<file path="config.mk">
export PLATFORM = sky130hd
export DESIGN_NAME = conv_window_buffer
export DESIGN_NICKNAME = d
export VERILOG_FILES = /design/src/rtl/conv_window_buffer.sv
export SDC_FILE = /design/constraint.sdc
export NUM_CORES = 1
export LEC_CHECK = 0
export ABC_AREA = 0
export BUFFER_PORTS_ARGS = -buffer_cell sky130_fd_sc_hd__buf_2
export CORE_MARGIN = 5
export CORE_UTILIZATION = 30
export DETAILED_ROUTE_END_ITERATION = 12
export GPL_TIMING_DRIVEN = 1
export PLACE_DENSITY_LB_ADDON = 0.12
export SETUP_SLACK_MARGIN = 0.4
export SYNTH_ARGS = -nofsm -noshare
export SYNTH_HDL_FRONTEND = slang
export SYNTH_SLANG_ARGS = --single-unit
export TNS_END_PERCENT = 30
</file>
<file path="constraint.sdc">
create_clock -name clk -period 51.1 [get_ports clk]
set_input_delay 5.11 -clock clk [delete_from_list [all_inputs] [get_ports clk]]
set_output_delay 5.11 -clock clk [all_outputs]
set_load 0.02 [all_outputs]
</file>
<file path="src/rtl/conv_window_buffer.sv">
// conv_window_buffer
// Sliding-window line buffer for the convolution stage. Pixels arrive one per
// enabled cycle in raster order and shift through a chain deep enough to hold
// KERNAL_SIZE-1 full rows plus KERNAL_SIZE pixels. All KERNAL_SIZE*KERNAL_SIZE
// taps are presented in parallel. Row/column tracking produces a stride-aware
// window_valid strobe and a frame_done pulse on the last window of a frame.
//
// Optional feature macro: FIFO_RESET_CLEAR_EN
//   defined   -> reset also zeroes the storage, so taps read 0 after reset
//   undefined -> reset clears only counters and flags; storage keeps its data
//
// Handshake: there is no back-pressure. window_valid is a one-cycle strobe that
// marks window_data_out as a complete, stride-aligned window; the taps then hold
// until the next cycle with fifo_enable high, so the consumer must capture them
// in the strobe cycle or before the next enabled cycle.

module conv_window_buffer #(
    parameter int DATA_WIDTH    = 16,
    parameter int IFM_SIZE      = 28,
    parameter int KERNAL_SIZE   = 3,
    parameter int STRIDE        = 1,
    parameter int FIFO_SIZE     = (KERNAL_SIZE - 1) * IFM_SIZE + KERNAL_SIZE,
    parameter int IFM_SIZE_NEXT = (IFM_SIZE - KERNAL_SIZE) / STRIDE + 1
) (
    input  logic                                        clk,
    input  logic                                        reset,
    input  logic                                        fifo_enable,
    input  logic [DATA_WIDTH-1:0]                       fifo_data_in,
    output logic [KERNAL_SIZE*KERNAL_SIZE*DATA_WIDTH-1:0] window_data_out,
    output logic                                        window_valid,
    output logic                                        frame_done
);

    localparam int CW = (IFM_SIZE > 1) ? $clog2(IFM_SIZE) : 1;
    localparam int PW = (STRIDE > 1) ? $clog2(STRIDE) : 1;

    localparam logic [CW-1:0] POS_LAST      = CW'(IFM_SIZE - 1);
    localparam logic [CW-1:0] POS_FIRST_WIN = CW'(KERNAL_SIZE - 1);
    localparam logic [CW-1:0] POS_LAST_WIN  = CW'(KERNAL_SIZE - 1 + (IFM_SIZE_NEXT - 1) * STRIDE);
    localparam logic [PW-1:0] PHASE_LAST    = PW'(STRIDE - 1);

    logic [DATA_WIDTH-1:0] fifo [FIFO_SIZE];

    logic [CW-1:0] col;
    logic [CW-1:0] row;
    logic [PW-1:0] col_phase;
    logic [PW-1:0] row_phase;

    logic col_win;
    logic row_win;
    logic col_wrap;
    logic row_wrap;
    logic win_hit;
    logic last_hit;

    // Window / wrap decode for the pixel being accepted this cycle
    always_comb begin
        col_win  = (col >= POS_FIRST_WIN);
        row_win  = (row >= POS_FIRST_WIN);
        col_wrap = (col == POS_LAST);
        row_wrap = (row == POS_LAST);
        win_hit  = fifo_enable && col_win && row_win &&
                   (col_phase == '0) && (row_phase == '0);
        last_hit = win_hit && (col == POS_LAST_WIN) && (row == POS_LAST_WIN);
    end

    // Position counters and per-axis stride phases; phases count only once the
    // axis has reached its first window position, so phase 0 marks an aligned spot
    always_ff @(posedge clk) begin
        if (reset) begin
            col       <= '0;
            row       <= '0;
            col_phase <= '0;
            row_phase <= '0;
        end else if (fifo_enable) begin
            if (col_wrap) begin
                col       <= '0;
                col_phase <= '0;
                if (row_wrap) begin
                    row       <= '0;
                    row_phase <= '0;
                end else begin
                    row <= row + CW'(1);
                    if (row_win)
                        row_phase <= (row_phase == PHASE_LAST) ? '0 : row_phase + PW'(1);
                    else
                        row_phase <= '0;
                end
            end else begin
                col <= col + CW'(1);
                if (col_win)
                    col_phase <= (col_phase == PHASE_LAST) ? '0 : col_phase + PW'(1);
                else
                    col_phase <= '0;
            end
        end
    end

    // Registered strobes; both drop after one cycle because win_hit needs fifo_enable
    always_ff @(posedge clk) begin
        if (reset) begin
            window_valid <= 1'b0;
            frame_done   <= 1'b0;
        end else begin
            window_valid <= win_hit;
            frame_done   <= last_hit;
        end
    end

`ifdef FIFO_RESET_CLEAR_EN
    // Shift chain, cleared on reset
    always_ff @(posedge clk) begin
        if (reset) begin
            for (int i = 0; i < FIFO_SIZE; i++)
                fifo[i] <= '0;
        end else if (fifo_enable) begin
            fifo[0] <= fifo_data_in;
            for (int i = 1; i < FIFO_SIZE; i++)
                fifo[i] <= fifo[i-1];
        end
    end
`else
    // Shift chain without reset; a pixel presented during reset is dropped
    always_ff @(posedge clk) begin
        if (fifo_enable && !reset) begin
            fifo[0] <= fifo_data_in;
            for (int i = 1; i < FIFO_SIZE; i++)
                fifo[i] <= fifo[i-1];
        end
    end
`endif

    // Tap (r,c) reads the entry that arrived (K-1-r) rows and (K-1-c) pixels ago
    always_comb begin
        window_data_out = '0;
        for (int r = 0; r < KERNAL_SIZE; r++) begin
            for (int c = 0; c < KERNAL_SIZE; c++) begin
                window_data_out[(r*KERNAL_SIZE + c)*DATA_WIDTH +: DATA_WIDTH] =
                    fifo[(KERNAL_SIZE-1-r)*IFM_SIZE + (KERNAL_SIZE-1-c)];
            end
        end
    end

endmodule

</file>
==> results of run 1 <==
==> worst paths after layout <==
path | cells after the start | slack [ps] | from | endpoint
worst min register to register | 0 | 410 | fifo[23][24] | fifo[24][8]
worst min-delay path | 0 | 410 | fifo[23][24] | fifo[24][8]
worst max-delay path | 8 | 41440 | reset | fifo[20][20]
worst max register to register | 5 | 49680 | row[0] | frame_done
==> cell usage in the layout, fill, tap and decap left out, types with 2 or more instances in the layout <==
master,Yosys,layout
clkbuf_16,0,103
nand2b_1,3,3
nand4_1,2,2
nor3_1,2,2
bufinv_16,0,12
a21oi_1,6,6
buf_12,0,2
buf_2,0,164
or4_1,2,2
nand2_1,7,7
a211oi_1,2,2
ha_1,4,4
buf_4,33,6
nand3_1,5,5
clkinv_2,0,15
inv_1,4,3
nor2_1,2,2
inv_6,0,5
edfxtp_1,944,944
nand4b_1,2,2
clkbuf_1,1,18
dfxtp_1,12,12
clkinv_4,0,3
nand3b_1,2,2
clkinv_1,1,34
==> layout make-up <==
class / instances / area, um^2 / share of cell area, %
Timing Repair Buffer: 172 / 905.9 / 2.609
Inverter: 5 / 26.28 / 0.07566
Multi-Input combinational cell: 50 / 336.6 / 0.9692
Sequential cell: 956 / 28590 / 82.32
Clock inverter: 68 / 629.4 / 1.812
Tap cell: 1276 / 1597 / 4.597
Clock buffer: 121 / 2645 / 7.617
==> through the flow <==
stage	total power (W)	setup WS (ps)	util, %
global route	0.001720	41110	35.91
global placement	0.0009431	40910	32.52
CTS	0.001683	41460	35.91
finish	0.001643	41440	35.91
detailed placement	0.0009447	40720	32.52
floorplan	0.0009617	26120	-
==> logic make-up (layout without fill, tap and decap cells) <==
group,after synthesis,after routing,synth area share [%]
simple gates,31,31,0.6129
xor+xnor,1,1,0.03001
mux,1,1,0.03429
buf+inv,39,366,0.9257
flops,956,956,97.92
compound gates,13,13,0.3043
fa+ha+maj,4,4,0.1714
==> critical path, stage by stage <==
cell	delay [ps]
buf_2	160
clkinv_1	110
nand2_1	170
inv_8	450
buf_4	960
buf_12	770
buf_4	910
buf_4	870
==> sequential cells by signal, summed over array words and instances, names as in the netlist <==
name / count
fifo: 944
frame_done: 1
row: 5
window_valid: 1
col: 5
==> power by group <==
part           switching, W  leakage (nW)  internal, W
clock              0.000288          1.61     0.000428
sequential       0.00000770          8.96     0.000894
combinational     0.0000216         0.834   0.00000406
==> metal layers <==
| layer | GRT usage, % | vias to the layer above | part of all wire (%) |
|---|---|---|---|
| met5 | 0 | - | 0 |
| met4 | 3.161 | 0 | 3.9 |
| met3 | 2.959 | 110 | 7.9 |
| met2 | 8.474 | 278 | 39 |
| met1 | 9.620 | 5244 | 49 |
| li1 | - | 4710 | - |
==> flow_metrics.env, run 1 <==
export IMPL_synthCells=1045
export IMPL_setup_viol=0
export IMPL_yosys_warnings=0
export IMPL_grt_setup_unrepaired="no"
export IMPL_drv_cap=0
export IMPL_skew_ps=12.88
export IMPL_numCtsBuffers=101
export IMPL_clkTransAtPathRegs_ps=60
export IMPL_grt_max_degree=194
export IMPL_holdWs_ps=407.0
export IMPL_finalHoldViolations=0
export IMPL_synth_most_common_cell="edfxtp_1"
export IMPL_yosysTopAreaCell="edfxtp_1"
export IMPL_drt_wl_total_um=35640
export IMPL_synthArstFlopShare_pct=0
export IMPL_diodes=0
export IMPL_leakage_nw=11.40
export IMPL_antenna_found_initial=0
export IMPL_end_kind="flip-flop"
export IMPL_final_setup_tns_ps=0
export IMPL_worstPathMaxFanout=187
export IMPL_ctsResizeCount=0
export IMPL_grt_ovfl_total=0
export IMPL_gp_congestion=0.6424
export IMPL_grt_total_usage_pct=6.655
export IMPL_initial_core_util_pct=30.19
export IMPL_coreArea_um2=96710
export IMPL_synth_seq_area_share_pct=97.92
export IMPL_fin_crit_sh_pct=18.90
export IMPL_ant_nets=0
export IMPL_postCtsSetupBuffers=0
export IMPL_drt_initial_drc_count=791
export IMPL_clock_sinks=956
export IMPL_ir_drop_mv=0.02122
export IMPL_worstSetupPathType="in2reg"
export IMPL_maxSlewViolCount=0
export IMPL_synth_edf_count=944
export IMPL_fmax_mhz=103.5
export IMPL_wl_per_cell_um=13.46
export IMPL_cts_path_max_buffers=3
export IMPL_grt_pass1_vias=10410
export IMPL_port_buffers=164
export IMPL_nFillCells=8880
export IMPL_finalCriticalPeriod_ps=9658
export IMPL_critPathArrivalTime_ps=9900
export IMPL_drive_gt1_share_pct=22.81
export IMPL_powerDensity_nw_per_um2=47.32
export IMPL_syn_avg_cell_area_um2=27.94
export IMPL_worst_pin_slew_ps=1137
export IMPL_area_growth_synth_to_final_pct=18.95
export IMPL_die_h_um=322.0
export IMPL_dp_cells=2459
export IMPL_dpl_hpwl_um=15540
export IMPL_critical_path_required_ps=51350
export IMPL_htree_levels=3
export IMPL_dr_pass1_iters=5
export IMPL_startpoint_type="input pin"
export IMPL_cts_root_buf="clkbuf_16"
export IMPL_syn_nets=1068
export IMPL_synth_cell_area_um2=29190
export IMPL_drc_errors=0
export IMPL_via_per_inst=3.906
export IMPL_fin_cells=2648
export IMPL_dpl_cell_area_um2=31450
export IMPL_die_area_um2=103700
export IMPL_synth_area_leaders="edfxtp_1, buf_4, dfxtp_1, ha_1, a21oi_1"
export IMPL_fin_area_um2=34730
export IMPL_yosys_register_bits=956
export IMPL_yosys_top_cells_count="edfxtp_1, buf_4, dfxtp_1"
export IMPL_max_slew_margin_pct=24.22
export IMPL_clock_latency_ps=630
export IMPL_post_synth_num_cell_types=29
export IMPL_top_level_ports=165
export IMPL_ctsHoldBuffers=0
export IMPL_grt_pass1_wl_um=56590
export IMPL_nets=1309
export IMPL_floorplan_rows=114
export IMPL_hold_path_class="reg2reg"
export IMPL_synth_top_area_share_pct=97.10
export IMPL_die_x_um=322.0
export IMPL_ys_flop_type="edfxtp_1"
export IMPL_vias=10340
export IMPL_outcome="completed"
export IMPL_cts_tree="yes"
Power figures use the tool's default switching activity.
==> run 2: changes to the inputs <==
- ABC_AREA: 0 -> 1
- clock period: 51.1 -> 9.54 ns (I/O delays scaled with it)
==> run 2 against run 1 <==
Effect of this change:
- via count rose by 1.2%
- synthesized cell count grew 2.4%
- combinational power grew to 5.4 times the previous value
- largest power group unchanged
- sequential power rose to 5.4 times the previous value
- non-clock buffer count fell by 1
==> flow_metrics.env, run 2 <==
export IMPL_gp_congestion=0.6503
export IMPL_end_kind="flip-flop"
export IMPL_floorplan_rows=114
export IMPL_finalHoldViolations=0
export IMPL_syn_avg_cell_area_um2=27.34
export IMPL_finish_utilization_pct=35.85
export IMPL_dpl_hpwl_um=15820
export IMPL_nFillCells=8863
export IMPL_grt_total_usage_pct=6.783
export IMPL_multi_input_area_um2=376.6
export IMPL_synth_area_leaders="edfxtp_1, buf_4, dfxtp_1, nand2_1, nor2_1"
export IMPL_drc_errors=0
export IMPL_leakage_nw=11.42
export IMPL_grtUsageMet2_pct=8.819
export IMPL_numCtsBuffers=102
export IMPL_port_buffers=164
export IMPL_ctsResizeCount=0
export IMPL_drt_initial_drc_count=933
export IMPL_coreArea_um2=96710
export IMPL_drt_wl_total_um=36150
export IMPL_worst_pin_slew_ps=1138
export IMPL_drive_gt1_share_pct=22.89
export IMPL_clkTransAtPathRegs_ps=60
export IMPL_final_cell_mix="edfxtp_1, buf_2, clkbuf_16"
export IMPL_powerDensity_nw_per_um2=250.1
export IMPL_post_synth_num_cell_types=18
export IMPL_worstSetupPathType="in2reg"
export IMPL_diodes=0
export IMPL_yosys_register_bits=956
export IMPL_startpoint_type="input pin"
export IMPL_cpMaxStageDelayCell="buf_12"
export IMPL_die_area_um2=103900
export IMPL_crit_top_cell="buf_12"
export IMPL_worst_path_buf_inv=4
export IMPL_die_h_um=322.3
export IMPL_grtUsageMet1_pct=9.666
export IMPL_worstPathMaxFanout=201
export IMPL_ant_nets=0
export IMPL_skew_ps=16.35
export IMPL_clock_sinks=956
export IMPL_initial_core_util_pct=30.25
export IMPL_top_usage_layer="met1"
export IMPL_die_x_um=322.3
export IMPL_critPathArrivalTime_ps=3310
export IMPL_setup_viol=0
export IMPL_grt_pass1_wl_um=57450
export IMPL_hold_path_class="reg2reg"
export IMPL_synth_most_common_cell="edfxtp_1"
export IMPL_cts_path_max_buffers=3
export IMPL_synth_top_area_share_pct=96.90
export IMPL_fmax_mhz=327.0
export IMPL_postCtsSetupBuffers=0
export IMPL_syn_nets=1093
export IMPL_synth_cell_area_um2=29250
export IMPL_finalCriticalPeriod_ps=3058
export IMPL_cts_root_buf="clkbuf_16"
export IMPL_synth_edf_count=944
export IMPL_slowest_delay_ps=720
export IMPL_ctsHoldBuffers=0
export IMPL_outcome="completed"
export IMPL_synth_seq_area_share_pct=97.72
export IMPL_antenna_found_initial=0
export IMPL_wl_per_cell_um=13.56
export IMPL_htree_levels=3
export IMPL_synthCells=1070
export IMPL_grt_max_degree=202
export IMPL_cts_tree="yes"
export IMPL_vias=10460
export IMPL_drv_cap=0
export IMPL_ir_drop_mv=0.1249
export IMPL_clock_latency_ps=640
export IMPL_grt_setup_unrepaired="no"
export IMPL_path_cells="buf_2 -> inv_1 -> nor2_4 -> buf_12 -> buf_12"
export IMPL_yosysTopAreaCell="edfxtp_1"
export IMPL_use_met3_pct=2.786
export IMPL_grt_pass1_vias=10530
export IMPL_max_slew_margin_pct=24.13
export IMPL_yosys_top_cells_count="edfxtp_1, buf_4, nand2_1"
export IMPL_finalPower_w=0.008669
export IMPL_ys_flop_type="edfxtp_1"
export IMPL_via_per_inst=3.925
export IMPL_top_level_ports=165
export IMPL_final_common_cell="edfxtp_1"
export IMPL_crit_family="buffers and inverters"
export IMPL_synthArstFlopShare_pct=0
export IMPL_critical_path_required_ps=9800
export IMPL_fin_crit_sh_pct=32.06
export IMPL_largest_reg_flops=944
export IMPL_top_register="fifo"
export IMPL_reg_top3="fifo: 944 flops, col: 5 flops, row: 5 flops"
export IMPL_dr_pass1_iters=4
export IMPL_maxSlewViolCount=0
export IMPL_yosys_warnings=0
export IMPL_seqCellArea_um2=28590
export IMPL_nets=1335
export IMPL_area_growth_synth_to_final_pct=18.51
export IMPL_grt_ovfl_total=0
==> run 2: changes by cell type after synthesis, moves of 2 or more <==
cell,previous run,this run
nand2_1,7,26
nor2_1,2,15
inv_1,4,13
a21oi_1,6,3
nand2b_1,3,0
nand2_4,0,2
nand3b_1,2,0
nand4b_1,2,0
or4_1,2,0
==> run 2: power by group <==
group          leakage (nW)  internal (W)  switching, W  total (W)
Clock                  1.55       0.00216       0.00154    0.00370
Sequential             8.96       0.00479     0.0000414    0.00483
Combinational         0.918     0.0000226      0.000117   0.000140
Total                  11.4       0.00697       0.00170    0.00867
==> run 2: metal layers <==
metal,up-vias,share of wire [%],routed length (um)
met4,0,4.4,1605
met1,5321,49,17540
met3,125,7.2,2608
met2,271,40,14390
met5,-,0,0
li1,4744,-,-
==> run 2: path summary, 6_finish.rpt <==
path | from | endpoint | slack [ps] | cells after the start
worst max-delay path | fifo_enable | fifo[1][2] | 6480 | 5
worst min-delay path | fifo[10][9] | fifo[10][25] | 400 | 0
worst max register to register | col[1] | row[3] | 8120 | 6
worst min register to register | fifo[10][9] | fifo[10][25] | 400 | 0
==> run 2: cells by family after synthesis <==
kind of cell	count (synthesis)	share of synthesized area, %
AOI/OAI and AO/OA	5	0.09408
adders and majority gates	4	0.1711
and+or+nand+nor	58	0.9666
xor gates and xnor gates	1	0.02995
DFF	956	97.72
buffers and inverters	46	1.014
==> run 2: per-stage QoR <==
stage / hold WS [ps] / setup WS [ps] / area (um^2) / setup TNS (ps) / instances
final: 398.0 / 6482 / 34670 / 0 / 2665
after global routing: 405.4 / 6422 / 34670 / 0 / 2665
after CTS: 397.2 / 6527 / 34670 / 0 / 2665
after detailed placement: 404.5 / 5804 / 31530 / 0 / 2484
after global placement: 400.5 / 5890 / 31530 / 0 / 2484
after floorplan: 400.3 / -6214 / 29260 / -5621720 / 1070
==> run 2: area by class of cell <==
cell class,instances,area share [%]
clock buffers,121,7.630
clock inverters,60,1.415
inverters,13,0.1408
multi-input cells,68,1.086
flip-flops and latches,956,82.46
well taps,1276,4.605
repair buffers,171,2.663
==> run 3: changes to the inputs <==
- clock period: 9.54 -> 2.69 ns (I/O delays scaled with it)
==> run 3 against run 2 <==
Effect of this change:
- critical path depth increased by 1
- register-to-register slack got worse by 7300 ps
- hold slack worse by 63 ps
- worst setup slack got worse by 5800 ps
- sequential power grew to 3.5 times the previous value
- first-iteration DRC count decreased by 12%
- count of clock-buffer cells in the layout is 11 higher
- via count up 1.4%
- clock power grew to 3.7 times the previous value
==> flow_metrics.env, run 3 (synthesis results as in run 2) <==
export IMPL_outcome="completed"
export IMPL_critical_path_required_ps=2970
export IMPL_fmax_mhz=507.7
export IMPL_skew_ps=15.68
export IMPL_finish_utilization_pct=36.47
export IMPL_largest_reg_flops=944
export IMPL_port_buffers=164
export IMPL_dr_pass1_iters=4
export IMPL_hold_path_class="in2reg"
export IMPL_htree_levels=3
export IMPL_crit_family="buffers and inverters"
export IMPL_top_register="fifo"
export IMPL_path_cells="dlygate4sd3_1 -> buf_2 -> inv_1 -> nor2_4 -> buf_12 -> buf_4"
export IMPL_critPathArrivalTime_ps=2250
export IMPL_multi_input_area_um2=376.6
export IMPL_worst_path_buf_inv=5
export IMPL_ctsResizeCount=0
export IMPL_worstPathMaxFanout=56
export IMPL_floorplan_rows=114
export IMPL_fin_crit_sh_pct=73.22
export IMPL_cpMaxStageDelayCell="buf_4"
export IMPL_worst_pin_slew_ps=702.1
export IMPL_diodes=0
export IMPL_final_cell_mix="edfxtp_1, buf_2, clkbuf_16"
export IMPL_max_slew_margin_pct=53.19
export IMPL_numCtsBuffers=104
export IMPL_drt_wl_total_um=37670
export IMPL_drive_gt1_share_pct=23.41
export IMPL_ir_drop_mv=0.4655
export IMPL_final_setup_tns_ps=0
export IMPL_gp_congestion=0.6623
export IMPL_grt_pass1_wl_um=59610
export IMPL_die_h_um=322.3
export IMPL_clkTransAtPathRegs_ps=60
export IMPL_final_common_cell="edfxtp_1"
export IMPL_drt_initial_drc_count=817
export IMPL_grt_total_usage_pct=7.078
export IMPL_antenna_found_initial=1
export IMPL_clock_latency_ps=650
export IMPL_finalHoldViolations=0
export IMPL_area_growth_synth_to_final_pct=20.57
export IMPL_dpl_hpwl_um=17720
export IMPL_cts_path_max_buffers=3
export IMPL_wl_per_cell_um=13.90
export IMPL_initial_core_util_pct=30.25
export IMPL_cts_root_buf="clkbuf_16"
export IMPL_leakage_nw=11.68
export IMPL_vias=10610
export IMPL_clock_sinks=956
export IMPL_finalCriticalPeriod_ps=1970
export IMPL_worstSetupPathType="in2reg"
export IMPL_nFillCells=8811
export IMPL_drc_errors=0
export IMPL_nets=1373
export IMPL_die_area_um2=103900
export IMPL_cts_tree="yes"
export IMPL_via_per_inst=3.913
export IMPL_startpoint_type="input pin"
export IMPL_grt_ovfl_total=0
export IMPL_grt_pass1_vias=10670
export IMPL_end_kind="flip-flop"
export IMPL_maxSlewViolCount=0
export IMPL_ant_nets=0
export IMPL_top_level_ports=165
export IMPL_reg_top3="fifo: 944 flops, col: 5 flops, row: 5 flops"
export IMPL_powerDensity_nw_per_um2=893.4
export IMPL_drv_cap=0
export IMPL_setup_viol=0
export IMPL_seqCellArea_um2=28590
export IMPL_grt_max_degree=104
export IMPL_slowest_delay_ps=600
export IMPL_coreArea_um2=96710
export IMPL_grt_setup_unrepaired="no"
export IMPL_die_x_um=322.3
[run 3: changes by cell type in the layout (fill, tap and decap cells not counted), moves of 2 or more]
cell / delta
buf_12: +5
buf_4: +12
bufinv_16: +4
clkbuf_1: +8
clkbuf_16: +3
clkinv_2: -8
clkinvlp_4: +3
dlygate4sd3_1: +19
inv_6: -2
[run 3: through the flow]
step	std cells	worst slack, ps	total power, W	hold WS (ps)	area [um^2]
after floorplan	1070	-12380	0.01800	338.1	29260
after global placement	2501	616.2	0.01795	400.5	31720
after detailed placement	2501	557.6	0.01799	404.5	31720
after CTS	2711	753.0	0.03224	249.9	35270
after global routing	2711	609.4	0.03291	285.3	35270
final	2711	720.3	0.03151	334.9	35270
[run 3: power breakdown]
part           internal (W)  switching [W]
clock network       0.00827        0.00557
registers            0.0170       0.000153
logic              0.000124       0.000425
[run 3: cell type report]
class                      count  area share [%]
multi-input combinational     68           1.068
sequential                   956           81.05
timing repair buffer         207           3.696
clock inverter                59           1.721
inverter                      13          0.1384
clock buffer                 132           7.797
tap                         1276           4.527
[run 3: path summary, 6_finish.rpt]
| kind | start | end | slack (ps) | depth (start not counted) |
|---|---|---|---|---|
| worst max-delay path | fifo_enable | fifo[26][7] | 720 | 6 |
| worst min-delay path | fifo_data_in[7] | fifo[0][7] | 330 | 2 |
| worst max register to register | col[1] | row[1] | 860 | 6 |
| worst min register to register | fifo[8][2] | fifo[8][18] | 410 | 0 |
[run 3: repair_timing]
item / 4_1_cts / 5_1_grt
hold endpoints to repair: 24 / 0
setup buffers: 0 / 0
hold buffers: 19 / 0
[run 3: worst register-to-register path: cells and delay by family, from the launching register on]
family / cells / cell delay (ps)
buffers and inverters: 1 / 540
AND/OR/NAND/NOR: 3 / 490
flip-flops: 1 / 390
adder cells (fa/ha/maj): 1 / 240
AO/OA/AOI/OAI: 1 / 120
[run 3: layer usage]
metal | global-route usage, % | vias up | wire (um)
li1 | - | 4821 | -
met1 | 10.32 | 5394 | 18330
met2 | 9.121 | 280 | 14990
met3 | 2.754 | 113 | 2709
met4 | 3.593 | 0 | 1642
met5 | 0 | - | 0
